<file path="src/rtl/decode_sequencer_if.sv">
// decode_sequencer_if: fetch-side inputs and control-unit-side outputs of the decode sequencer
interface decode_sequencer_if #(parameter int WORD_W = 16, parameter int OPC_W = 5);
  logic [WORD_W-1:0] instrIn;
  logic              stall;
  logic              flush;
  logic              intReq;
  logic [OPC_W-1:0]  opCode;
  logic [2:0]        rdst;
  logic [2:0]        rsrc;
  logic [4:0]        shamt;
  logic [WORD_W-1:0] immOut;
  logic              immValid;
  logic              makeMeBubble;
  logic              pcHold;
  logic              intAck;
  modport master (
    output instrIn, stall, flush, intReq,
    input  opCode, rdst, rsrc, shamt, immOut, immValid, makeMeBubble, pcHold, intAck
  );
  modport slave (
    input  instrIn, stall, flush, intReq,
    output opCode, rdst, rsrc, shamt, immOut, immValid, makeMeBubble, pcHold, intAck
  );
endinterface

</file>
<file path="src/rtl/decode_sequencer.sv">
// decode_sequencer: IF/ID instruction register, field split and two-phase expansion of LDM/CALL/RET/RTI/interrupt
module decode_sequencer #(
  parameter int WORD_W = 16,
  parameter int OPC_W  = 5
) (
  input logic           clk,
  input logic           rst,
  decode_sequencer_if.slave bus
);
  typedef enum logic [2:0] {NORMAL, LDM_IMM, CALL2, RET2, RTI2, INT1, INT2} state_t;
  localparam logic [OPC_W-1:0] OP_NOP  = '0;
  localparam logic [OPC_W-1:0] OP_LDM  = OPC_W'(5'b10001);
  localparam logic [OPC_W-1:0] OP_CALL = OPC_W'(5'b11000);
  localparam logic [OPC_W-1:0] OP_RET  = OPC_W'(5'b11010);
  localparam logic [OPC_W-1:0] OP_RTI  = OPC_W'(5'b11100);
  localparam logic [OPC_W-1:0] OP_INT  = OPC_W'(5'b11110);
  state_t            state_q;
  logic              int_req_q, int_pend_q, flush_pend_q;
  logic [OPC_W-1:0]  opc_q;
  logic [2:0]        rdst_q, rsrc_q;
  logic [4:0]        shamt_q;
  logic [WORD_W-1:0] imm_q;
  logic              imm_v_q, bubble_q, ack_q;
  logic [OPC_W-1:0]  op;
  logic              f, sec, kill, hold, multi, illegal;
  assign op      = bus.instrIn[WORD_W-1 -: OPC_W];
  assign f       = bus.flush | flush_pend_q;
  assign sec     = state_q == INT1 || state_q == CALL2;
  assign kill    = f & ~sec;
  assign hold    = bus.stall & ~f;
  assign multi   = op inside {OP_CALL, OP_RET, OP_RTI};
  assign illegal = op inside {OPC_W'(5'b11001), OPC_W'(5'b11011), OPC_W'(5'b11101), OPC_W'(5'b11110), OPC_W'(5'b11111)};
  assign bus.pcHold = state_q == INT1 || (~f && (bus.stall || (state_q == NORMAL && (int_pend_q || multi))));
  always_ff @(posedge clk) begin
    if (rst) begin
      state_q      <= NORMAL;
      int_req_q    <= 1'b0;
      int_pend_q   <= 1'b0;
      flush_pend_q <= 1'b0;
      opc_q        <= OP_NOP;
      rdst_q       <= '0;
      rsrc_q       <= '0;
      shamt_q      <= '0;
      imm_q        <= '0;
      imm_v_q      <= 1'b0;
      bubble_q     <= 1'b0;
      ack_q        <= 1'b0;
    end else begin
      int_req_q    <= bus.intReq;
      int_pend_q   <= (bus.intReq & ~int_req_q) | (int_pend_q & ~(state_q == INT1 && !hold));
      flush_pend_q <= f & sec;
      bubble_q     <= 1'b0;
      ack_q        <= 1'b0;
      if (kill) begin
        state_q <= NORMAL;
        opc_q   <= OP_NOP;
        imm_v_q <= 1'b0;
      end else if (hold) begin
        bubble_q <= 1'b1;
      end else begin
        imm_v_q <= 1'b0;
        case (state_q)
          NORMAL: begin
            if (int_pend_q) begin
              opc_q   <= OP_INT;
              state_q <= INT1;
            end else begin
              opc_q   <= (op == OP_LDM || illegal) ? OP_NOP : op;
              rdst_q  <= bus.instrIn[10:8];
              rsrc_q  <= bus.instrIn[7:5];
              shamt_q <= bus.instrIn[4:0];
              state_q <= op == OP_LDM  ? LDM_IMM :
                         op == OP_CALL ? CALL2 :
                         op == OP_RET  ? RET2 :
                         op == OP_RTI  ? RTI2 : NORMAL;
            end
          end
          LDM_IMM: begin
            opc_q   <= OP_LDM;
            imm_q   <= bus.instrIn;
            imm_v_q <= 1'b1;
            state_q <= NORMAL;
          end
          CALL2, RET2, RTI2, INT1: begin
            // every second-phase opcode is its first-phase opcode with the LSB set
            opc_q   <= opc_q | OPC_W'(1);
            ack_q   <= state_q == INT1;
            state_q <= NORMAL;
          end
          default: state_q <= NORMAL;
        endcase
      end
    end
  end
  assign bus.opCode       = opc_q;
  assign bus.rdst         = rdst_q;
  assign bus.rsrc         = rsrc_q;
  assign bus.shamt        = shamt_q;
  assign bus.immOut       = imm_q;
  assign bus.immValid     = imm_v_q;
  assign bus.makeMeBubble = bubble_q;
  assign bus.intAck       = ack_q;
endmodule

</file>
<file path="src/flat_wrapper.sv">
// flat-port wrapper written by rule: the top's interface ports become plain ports
module decode_sequencer_flat 
#(
  parameter int WORD_W = 16,
  parameter int OPC_W  = 5
)
  (clk, rst, bus_instrIn, bus_stall, bus_flush, bus_intReq, bus_opCode, bus_rdst, bus_rsrc, bus_shamt, bus_immOut, bus_immValid, bus_makeMeBubble, bus_pcHold, bus_intAck);
  decode_sequencer_if #(.WORD_W(WORD_W), .OPC_W(OPC_W)) bus_i ();
  input logic clk;
  input logic rst;
  input wire logic [$bits(bus_i.instrIn)-1:0] bus_instrIn;
  input wire logic [$bits(bus_i.stall)-1:0] bus_stall;
  input wire logic [$bits(bus_i.flush)-1:0] bus_flush;
  input wire logic [$bits(bus_i.intReq)-1:0] bus_intReq;
  output wire logic [$bits(bus_i.opCode)-1:0] bus_opCode;
  output wire logic [$bits(bus_i.rdst)-1:0] bus_rdst;
  output wire logic [$bits(bus_i.rsrc)-1:0] bus_rsrc;
  output wire logic [$bits(bus_i.shamt)-1:0] bus_shamt;
  output wire logic [$bits(bus_i.immOut)-1:0] bus_immOut;
  output wire logic [$bits(bus_i.immValid)-1:0] bus_immValid;
  output wire logic [$bits(bus_i.makeMeBubble)-1:0] bus_makeMeBubble;
  output wire logic [$bits(bus_i.pcHold)-1:0] bus_pcHold;
  output wire logic [$bits(bus_i.intAck)-1:0] bus_intAck;
  assign bus_i.instrIn = bus_instrIn;
  assign bus_i.stall = bus_stall;
  assign bus_i.flush = bus_flush;
  assign bus_i.intReq = bus_intReq;
  assign bus_opCode = bus_i.opCode;
  assign bus_rdst = bus_i.rdst;
  assign bus_rsrc = bus_i.rsrc;
  assign bus_shamt = bus_i.shamt;
  assign bus_immOut = bus_i.immOut;
  assign bus_immValid = bus_i.immValid;
  assign bus_makeMeBubble = bus_i.makeMeBubble;
  assign bus_pcHold = bus_i.pcHold;
  assign bus_intAck = bus_i.intAck;
  decode_sequencer #(.WORD_W(WORD_W), .OPC_W(OPC_W)) u_core (.clk(clk), .rst(rst), .bus(bus_i));
endmodule
</file>
<file path="config.mk">
export PLATFORM = sky130hd
export DESIGN_NAME = decode_sequencer_flat
export DESIGN_NICKNAME = d
export VERILOG_FILES = /design/src/rtl/decode_sequencer_if.sv /design/src/rtl/decode_sequencer.sv /design/src/flat_wrapper.sv
export SDC_FILE = /design/constraint.sdc
export NUM_CORES = 1
export LEC_CHECK = 0
export ABC_AREA = 0
export BUFFER_PORTS_ARGS = -buffer_cell sky130_fd_sc_hd__clkbuf_2
export CORE_MARGIN = 3
export CORE_UTILIZATION = 55
export CTS_BUF_LIST = sky130_fd_sc_hd__clkbuf_8
export CTS_CLUSTER_DIAMETER = 60
export DETAILED_ROUTE_END_ITERATION = 12
export GPL_ROUTABILITY_DRIVEN = 0
export PLACE_DENSITY = 0.86
export SLEW_MARGIN = 10
export SYNTH_ARGS = -nofsm -noshare
export SYNTH_HDL_FRONTEND = slang
export SYNTH_SLANG_ARGS = --single-unit
</file>
<file path="constraint.sdc">
create_clock -name clk -period 4.8 [get_ports clk]
set_clock_uncertainty 0.05 [all_clocks]
set_input_delay 0.48 -clock clk [delete_from_list [all_inputs] [get_ports clk]]
set_output_delay 0.48 -clock clk [all_outputs]
set_load 0.01 [all_outputs]
</file>
==> results.toml <==
[sta]
rsz0062_at_grt = "false"
slew_viol_final = 0
worstMarginPinSlew_ps = 667.1
max_freq_ghz = 0.4444
fin_crit_ps = 2250
fin_tns_setup_ps = 0
slew_headroom = 0.5543
fin_crit_sh = 0.4688
setup_viol = 0
finalHoldViolCount = 0

[logic_synthesis]
synth_edf_count = 0
post_synth_inst_count = 217
synthesis.area_sq_um = 1729
synth-simple-area-share = 0.2757
synthMuxAreaShare = 0
ys.flop_type = "dfxtp_1"
synth_nets = 240
synthAdderAreaFrac = 0.01447
synthXorXnorAreaFrac = 0
synth_top_family_by_area = "simple AND/OR/NAND/NOR gates"
syn_avg_cell_area_sq_um = 7.968
synth_compound_area_frac = 0.1809
ys_ff_latch = 41
synth_warnings = 0
synthArstFlopShare = 0
ys_types = 35
ys_seq_area_frac = 0.4747

[clock_network]
cts.htree.levels = 2
ctsResizeCount = 0
cts_tree = "done"
clock_latency_ps = 280
cts_sinks = 41
clock_tree.root_cell = "clkbuf_8"
numCtsBuffers = 5
clockBufferDepth = 2
post-cts-setup-buffers = 0
ctsHoldBuffers = 0
clk_pin_slew_ps = 80

[detailed_routing]
postRouteAntennaNets = 0
drtPass1Iterations = 4
via_per_inst = 5.361
drtIter0Drc = 117
wire_per_inst_microns = 12.92
via_count = 1662
drc = 0
drt_wl_total_mm = 4.004

[layout]
regArea_sq_um = 820.8
layout_common_cells = "56 x clkbuf_2, 53 x nand2_1, 41 x dfxtp_1, 37 x a21oi_1, 13 x nand3_1"
design_area_sq_um = 2122
multi_input_area_sq_um = 814.5
nets = 290
final_common_cell = "clkbuf_2"
fin_cells = 310
num-fill-cells = 244
diodes = 0
drive_gt1_frac = 0.2575
syn2layout_area_growth_pct = 22.72

[min_path]
hp-class = "input pin to register"

[global_route]
gr-usage-met2 = 0.3269
grt_pass1_vias = 1415
use_met3 = 0.05165
busiest_layer = "met2"
grt_overflow = 0
grtUsageMet1 = 0.3117
antenna_found_initial = 0
grt_pass1_wl_mm = 6.292
grt_util_all_layers = 0.2170
grt_max_degree = 34

[setup_path]
start_kind = "register"
cp.required_ps = 4270
crit_type = "register to primary output"
crit_path_max_fanout = 8
r2r_slack_ps = 2990
arrival_ps = 1720
endpoint_kind = "primary output"

[placement]
postPlaceCellArea_sq_um = 2002
dp_hpwl_mm = 2.890
numPortBuffers = 56
dp_cells = 302

[power]
p_per_area_nw_per_um2 = 340.4
p_leak_nw = 0.8953
ir_drop_mv = 0.2925

[floorplan]
die_w_microns = 62.07
die-area_sq_um = 3853
core_sq_um = 2877
start_util = 0.6011
fp-row-count = 19
die_h_microns = 62.07
num_io_pins = 57

[run]
drv_cap = 0

[status]
status = "finished clean"
## area by class of cell
class,count,share of cell area
Timing Repair Buffer,58,0.1392
Tap cell,42,0.02476
Clock buffer,6,0.03892
Sequential cell,41,0.3868
Multi-Input combinational cell,156,0.3838
Inverter,5,0.008844
Clock inverter,2,0.01769
## per-stage QoR
step	utilization	setup slack (ps)	hold WS (ps)	power, W
after floorplan	-	2764	426.1	0.0004147
after global placement	0.6960	2590	388.5	0.0004429
after detailed placement	0.6960	2580	397.4	0.0004443
after CTS	0.7377	2542	370.3	0.0007247
after global routing	0.7377	2437	378.9	0.0007496
final	0.7377	2550	370.2	0.0007223
## kinds of logic after synthesis
| family | Yosys count |
|---|---|
| and+or+nand+nor | 100 |
| AOI/OAI and AO/OA | 54 |
| DFF | 41 |
| buffers and inverters | 20 |
| adders and majority gates | 2 |
## cell usage after synthesis (all sizes together) (3+ instances only)
cell    count  area (sq um)
nand2      53         198.9
dfxtp      41         820.8
a21oi      37         185.2
nand3      13         65.06
nor2        9         33.78
buf         8         48.80
clkbuf      7         26.28
inv         5         18.77
nand2b      4         25.02
nor3b       4         35.03
nor2b       3         18.77
nor3        3         15.01
o21ai       3         15.01
or3         3         18.77
## layer usage
metal  vias to the layer above  wire [microns]
li1                        840               -
met1                       759            1812
met2                        61            1882
met3                         2             292
met4                         0              18
met5                         -               0
## report_power, final
part	total [W]	internal (W)	leakage [nW]	switching (W)
logic	0.0000796	0.0000322	0.505	0.0000474
registers	0.000357	0.000350	0.333	0.00000734
clock network	0.000285	0.000169	0.0574	0.000116
## path summary, 6_finish.rpt
check / endpoint / cells after the start / startpoint
min reg2reg: u_core.bus.immOut[11] / 2 / u_core.bus.immOut[11]
max reg2reg: u_core.bus.immOut[14] / 4 / u_core.state_q[0]
min: u_core.bus.immOut[8] / 3 / bus_instrIn[8]
max: bus_pcHold / 4 / u_core.state_q[2]
## flip-flops by register name, indices dropped and copies added, names as in the netlist
name,count
u_core.bus.immOut,16
u_core.bus.immValid,1
u_core.bus.intAck,1
u_core.bus.makeMeBubble,1
u_core.bus.opCode,5
u_core.bus.rdst,3
u_core.bus.rsrc,3
u_core.bus.shamt,5
u_core.flush_pend_q,1
u_core.int_pend_q,1
u_core.int_req_q,1
u_core.state_q,3
## worst max-delay path, stage by stage (launching register included)
cell and delay (ps):
dfxtp_1 390, or3_1 410, or4_1 400, nand3_1 100, clkbuf_2 140
(Power assumes the default switching activity.)
